**src/rtl/proc_control_unit.sv**
```systemverilog
// Multi-cycle fetch/decode/execute sequencer for the 16-bit, 8-register core.
// Define ILLEGAL_OP_TRAP_EN to trap opcode 010 into HALT with a sticky illegal_op.
module proc_control_unit #(
  parameter logic [15:0] RESET_PC = 16'h0000,
  parameter int          CNT_W    = 16
) (
  input  logic             clk,
  input  logic             rst,
  input  logic             start,
  output logic [15:0]      imem_addr,
  input  logic [15:0]      imem_instr,
  output logic [2:0]       rf_raddr_a,
  output logic [2:0]       rf_raddr_b,
  input  logic             rd_zero,
  output logic             rf_we,
  output logic [2:0]       rf_waddr,
  output logic [1:0]       wb_sel,
  output logic             alu_op,
  output logic [15:0]      imm_out,
  output logic             out_valid,
  input  logic             out_ready,
  output logic             halted,
  output logic             busy,
  output logic [CNT_W-1:0] retired
`ifdef ILLEGAL_OP_TRAP_EN
  ,
  output logic             illegal_op
`endif
);

  typedef enum logic [2:0] {
    S_IDLE, S_FETCH, S_DECODE, S_EXEC, S_HALT
  } state_e;

  localparam logic [CNT_W-1:0] CNT_ONE = {{(CNT_W-1){1'b0}}, 1'b1};

  state_e           state_q, state_d;
  logic [15:0]      pc_q, pc_d;
  logic [15:0]      ir_q, ir_d;
  logic [CNT_W-1:0] ret_q, ret_d;

  logic [2:0]  op;
  logic [15:0] sx, pc_inc;
  logic is_add, is_sub, is_ill, is_hlt;
  logic is_out, is_ldi, is_bne, is_jr;

  assign op     = ir_q[15:13];
  assign sx     = {{6{ir_q[9]}}, ir_q[9:0]};
  assign pc_inc = pc_q + 16'd1;

  assign is_add = (op == 3'b000);
  assign is_sub = (op == 3'b001);
  assign is_ill = (op == 3'b010);
  assign is_hlt = (op == 3'b011);
  assign is_out = (op == 3'b100);
  assign is_ldi = (op == 3'b101);
  assign is_bne = (op == 3'b110);
  assign is_jr  = (op == 3'b111);

  assign imem_addr  = pc_q;
  assign rf_raddr_a = ir_q[12:10];
  assign rf_raddr_b = ir_q[9:7];
  assign rf_waddr   = ir_q[12:10];
  assign imm_out    = {6'b0, ir_q[9:0]};
  assign retired    = ret_q;
  assign halted     = (state_q == S_HALT);
  assign busy       = (state_q == S_FETCH) ||
                      (state_q == S_DECODE) ||
                      (state_q == S_EXEC);

`ifdef ILLEGAL_OP_TRAP_EN
  logic ill_q, ill_d;
  assign illegal_op = ill_q;
`endif

  always_comb begin
    state_d   = state_q;
    pc_d      = pc_q;
    ir_d      = ir_q;
    ret_d     = ret_q;
    rf_we     = 1'b0;
    out_valid = 1'b0;
    wb_sel    = 2'b00;
    alu_op    = 1'b0;
`ifdef ILLEGAL_OP_TRAP_EN
    ill_d     = ill_q;
`endif
    unique case (state_q)
      S_IDLE: begin
        if (start) begin
          pc_d    = RESET_PC;
          state_d = S_FETCH;
        end
      end
      S_FETCH: begin
        ir_d    = imem_instr;
        state_d = S_DECODE;
      end
      S_DECODE: state_d = S_EXEC;
      S_EXEC: begin
        // Common retire path; non-retiring cases override it.
        state_d = S_FETCH;
        pc_d    = pc_inc;
        ret_d   = ret_q + CNT_ONE;
        unique case (1'b1)
          is_add: rf_we = 1'b1;
          is_sub: begin
            rf_we  = 1'b1;
            alu_op = 1'b1;
          end
          is_ill: begin
`ifdef ILLEGAL_OP_TRAP_EN
            state_d = S_HALT;
            pc_d    = pc_q;
            ret_d   = ret_q;
            ill_d   = 1'b1;
`else
            pc_d    = pc_inc;
`endif
          end
          is_hlt: begin
            state_d = S_HALT;
            pc_d    = pc_q;
            ret_d   = ret_q;
          end
          is_out: begin
            out_valid = 1'b1;
            if (!out_ready) begin
              state_d = S_EXEC;
              pc_d    = pc_q;
              ret_d   = ret_q;
            end
          end
          is_ldi: begin
            rf_we  = 1'b1;
            wb_sel = 2'b01;
          end
          is_bne: begin
            if (rd_zero) pc_d = pc_inc + sx;
          end
          is_jr: begin
            if (ir_q[12:10] == 3'd0) begin
              pc_d = pc_q + sx;
            end else begin
              rf_we  = 1'b1;
              wb_sel = 2'b10;
            end
          end
          default: ;
        endcase
      end
      S_HALT: state_d = S_HALT;
      default: state_d = S_IDLE;
    endcase
  end

  always_ff @(posedge clk) begin
    if (rst) begin
      state_q <= S_IDLE;
      pc_q    <= RESET_PC;
      ir_q    <= 16'h0000;
      ret_q   <= '0;
`ifdef ILLEGAL_OP_TRAP_EN
      ill_q   <= 1'b0;
`endif
    end else begin
      state_q <= state_d;
      pc_q    <= pc_d;
      ir_q    <= ir_d;
      ret_q   <= ret_d;
`ifdef ILLEGAL_OP_TRAP_EN
      ill_q   <= ill_d;
`endif
    end
  end

endmodule

```
**config.mk**
```make
export PLATFORM = sky130hd
export DESIGN_NAME = proc_control_unit
export DESIGN_NICKNAME = d
export VERILOG_FILES = /design/src/rtl/proc_control_unit.sv
export SDC_FILE = /design/constraint.sdc
export NUM_CORES = 1
export LEC_CHECK = 0
export BUFFER_PORTS_ARGS = -buffer_cell sky130_fd_sc_hd__buf_4
export CORE_UTILIZATION = 44
export DETAILED_ROUTE_END_ITERATION = 12
export PLACE_DENSITY = 0.71
export SKIP_CTS_REPAIR_TIMING = 1
export SLEW_MARGIN = 20
export SYNTH_ARGS = -nofsm -noshare
export SYNTH_HDL_FRONTEND = slang
export SYNTH_SLANG_ARGS = --single-unit
```
**constraint.sdc**
```tcl
create_clock -name clk -period 4.5 [get_ports clk]
set_input_delay 0.675 -clock clk [delete_from_list [all_inputs] [get_ports clk]]
set_output_delay 0.675 -clock clk [all_outputs]
set_load 0.02 [all_outputs]
```
; ---- Word level (Yosys, flattened, before mapping)
; Index checks and enable logic that the tools add are counted.
; Widths: inputs -> output; s select.
[op_classes]
n_addsub = 4
shift = 0
n_lt_le_gt_ge = 0
n_reduce_logical = 9
eq_ne = 14
n_bitwise = 1
n_mul = 0
n_div = 0
muxes = 22
[ops]
columns = cell, count
row1 = $mux 16, 5
row2 = $pmux 16 s2, 2
row3 = $pmux 16 s4, 1
row4 = $add 16x1->16 const B, 2
row5 = $add 16x16->16, 2
row6 = $eq 3x3->1 const B, 5
row7 = $pmux 3 s5, 1
row8 = $eq 3x2->1 const B, 3
row9 = $logic_not 3->1, 3
row10 = $eq 3x1->1 const B, 2
row11 = $mux 1, 6
row12 = $mux 2, 3
row13 = $ne 2x2->1 const B, 3
row14 = $pmux 3 s2, 1
row15 = $pmux 2 s2, 1
row16 = $reduce_and 4->1, 1
row17 = $mux 3, 1
row18 = $ne 3x3->1 const B, 1
row19 = $reduce_and 3->1, 1
row20 = $reduce_or 3->1, 1
row21 = $logic_or 1x1->1, 2
row22 = $pmux 1 s2, 1
row23 = $reduce_bool 2->1, 1
row24 = $not 1->1, 1
[totals]
latch_bits = 0
memories = 0
word_cells = 54
ff_bits = 51
ram_bits = 0
mem_bits_ro = 0

; ---- Depth between registers and ports, before layout
[depth]
depth_word = 5
ltp_mapped = 13

; ---- Least setup slack after synthesis
; No wires, ideal clock.
[synth_path]
path_kind = register to register
start = register pc_q[1] (netlist: imem_addr[1])
end = register pc_q[14] (netlist: imem_addr[14])
arrival_ns = 3.149
setup_ns = 0.088
slack_ns = 1.263
stages_incl_launch_ff = 13
required_ns = 4.412
cell_sequence = dfxtp_1 ha_1 and3_1 nand4_1 xnor2_1 ha_1 nand2_2 or3_1 o211ai_1 a21o_1 a21oi_1 or4b_1 a311oi_2
[synth_via]
elab_chain_len = 5
[synth_lines]
columns = item, line
row1 = "start, declared", 38  ; logic [15:0] pc_q, pc_d;
row2 = "start signal, assigned", 168  ; pc_q <= pc_d;
row3 = $add 16x1->16, 49  ; assign pc_inc = pc_q + 16'd1;
row4 = $add 16x16->16, 139  ; if (rd_zero) pc_d = pc_inc + sx;
row5 = $mux 16, 139
row6 = $pmux 16 s4 (*), 105  ; unique case (1'b1)
row7 = $pmux 16 s2 (*), 88  ; unique case (state_q)
; Mark *: on every way between the ends. The rest lies on a longest branch, timed or not. The select of a mux whose other input is x is not followed.
; A chain may end at the register's enable or synchronous reset.

; ---- Worst setup path in the final report
; Same ends and word-level chain as after synthesis.

==> impl_metrics.ini <==
[status]
outcome = complete, no violations

[drt]
routed_wirelength_um = 11400
via_per_inst = 5.697
wire_per_inst_um = 15.79
drt-pass1-iter-count = 4
vias = 4113
drc = 0
drt-initial-drc-count = 229
antenna_left = 0

[floorplanning]
ios = 85
chipWidth_um = 101.0
fp.dieArea_um2 = 10200
rows = 35
die_height_um = 101.0
core_region_area_um2 = 9371
start_util_pct = 45.99

[finish]
antenna-diode-count = 0
final_layout_size_suffix_gt1_share_pct = 16.69
final_cells = 722
syn_to_final_growth_pct = 13.53
final_cell_mix = 80 x buf_4, 60 x nand2_1, 51 x dfxtp_1
mostFrequentLayoutCell = buf_4
layout.nets = 650
fin_util_pct = 52.22

[yosys]
synth-seq-cells = 51
synthCells = 546
syn_area_per_cell_um2 = 7.894
ys_types = 68
async_reset_ff_share_pct = 0
synth-edff-count = 0
yosys_warnings = 0
synth_flop_cell = dfxtp_1
seq_area_frac_synth_pct = 23.69
syn_area_um2 = 4310

[grt]
use_met3_pct = 2.497
overflow = 0
grtUsageMet2_pct = 40.52
grt_max_degree = 50
antenna_found_initial = 0
gr-usage-met1_pct = 29.54
top_usage_layer = met2
grt_pass1_wl_um = 18930
grtUsageTotal_pct = 23.36
grt_pass1_vias = 3914

[cts]
insertion_delay_ps = 320
cts_max_level = 2
cts-root-buf = clkbuf_8
cts_buffer_depth = 2
cts_sinks = 51
clk_pin_slew_worst_paths_ps = 110
cts_tree = yes
numCtsBuffers = 5

[critical_path]
critPathRequiredTime_ps = 4740
critPathArrivalTime_ps = 3700
critPathKind = reg2reg
worst-path-max-fanout = 8
crit_path_end_kind = flop
start_kind = flop

[power_and_ir_drop]
power_leakage_nw = 2.055
peakVddDrop_v = 0.0001492
p_total_w = 0.001036
power_density_nw_per_um2 = 211.6

[sta]
period_share_pct = 77.00
setup_ws_ps = 1035
setup_violations = 0
final_hold_viol_count = 0
clock.fmax_mhz = 288.6
totalNegativeSetupSlack_ps = 0
worst_slew_pin_slew_ps = 1025
rsz0062_at_grt = false
max_slew_margin_pct = 31.44
maxSlewViolCount = 0
min_period_ps = 3465
skew_ps = 15.58

[run]
cap_violations = 0

[placed_design]
portBuffers = 78
dp_hpwl_um = 8572
place_inst = 714
place_ws_ps = 1097
globalplace.congestion = 0.8914

[min_path]
hold_class = reg2reg
## through the flow
stage | hold slack (ps) | instance area [um2]
floorplan | 469.5 | 4329
global placement | 490.4 | 4778
detailed placement | 494.0 | 4778
CTS | 510.9 | 4893
global route | 540.1 | 4893
finish | 513.6 | 4893
## registers in the layout, summed over array words and instances, names as in the netlist
name / flops
imem_addr: 16
ir_q: 16
retired: 16
state_q: 3
## Yosys cell counts, types with 3 or more instances
cell      number  area share, %
nand2_1       60            5.2
dfxtp_1       51             24
nor2_1        50            4.4
a21oi_1       43            5.0
ha_1          35             10
xnor2_1       28            5.7
buf_4         25            4.4
xor2_1        22            4.5
nand4_1       17            2.5
nand3_1       15            1.7
o21ai_0       14            1.6
clkbuf_1      12            1.0
inv_1         12            1.0
nor3_1        10            1.2
o21a_1        10            1.7
a211oi_1       9            1.6
and3_1         9            1.3
a21o_1         8            1.4
o21ai_1        8           0.93
a221oi_1       6            1.2
a22oi_1        6            1.0
o221ai_1       6            1.2
or3_1          5           0.73
nand2b_1       4           0.58
nor4_1         4           0.58
o21bai_1       4           0.70
o31ai_1        4           0.70
and4_1         3           0.61
buf_2          3           0.35
buf_6          3           0.78
mux2i_1        3           0.70
nand3b_1       3           0.52
nor3b_1        3           0.52
o211ai_1       3           0.52
o22ai_1        3           0.44
## critical path: stages (launching register included)
cell and delay (ps):
dfxtp_1 530, ha_1 370, and3_1 290, nand2_1 90
xnor2_1 160, ha_1 460, nand2_4 70, or3_1 370
o211ai_1 100, a21o_1 140, a21oi_1 80, or4b_1 490
a311oi_2 230
## per-layer routing
layer	vias up	part of all wire [%]	routed length (um)
met1	1932	44	5022
li1	2054	-	-
met2	101	48	5517
met4	0	2.8	322
met3	26	4.7	540
met5	-	0	0
## layout make-up
type / count / area [um2]
tap: 129 / 161.4
multi-input combinational: 442 / 2950
fill: 957 / 4478
timing repair buffer: 80 / 600.6
sequential: 51 / 1021
clock inverter: 3 / 46.29
inverter: 12 / 45.04
clock buffer: 5 / 68.82
## where the power goes
part | switching (W) | total, W | internal [W] | leakage (nW)
Sequential | 0.0000279 | 0.000493 | 0.000465 | 0.413
Clock | 0.000173 | 0.000341 | 0.000168 | 0.0548
Combinational | 0.000123 | 0.000201 | 0.0000787 | 1.59
Total | 0.000324 | 0.00104 | 0.000712 | 2.06
## logic make-up (layout without fill, tap and decap cells)
group / after synthesis / in the layout / share of synthesized area, %
other cells: 1 / 6 / 0.08700
buf+inv: 58 / 100 / 8.302
mux: 3 / 3 / 0.6967
fa+ha+maj: 37 / 37 / 11.09
xor+xnor: 50 / 50 / 10.16
flops: 51 / 51 / 23.69
simple gates: 201 / 201 / 23.19
compound gates: 145 / 145 / 22.79
## worst paths after layout
check / startpoint / endpoint / slack [ps] / cells past startpoint
max reg2reg: imem_addr[1] / imem_addr[14] / 1030 / 12
max: imem_addr[1] / imem_addr[14] / 1030 / 12
min: retired[10] / retired[10] / 510 / 2
min reg2reg: retired[10] / retired[10] / 510 / 2
Note: power is estimated with default switching activity, not from simulation.
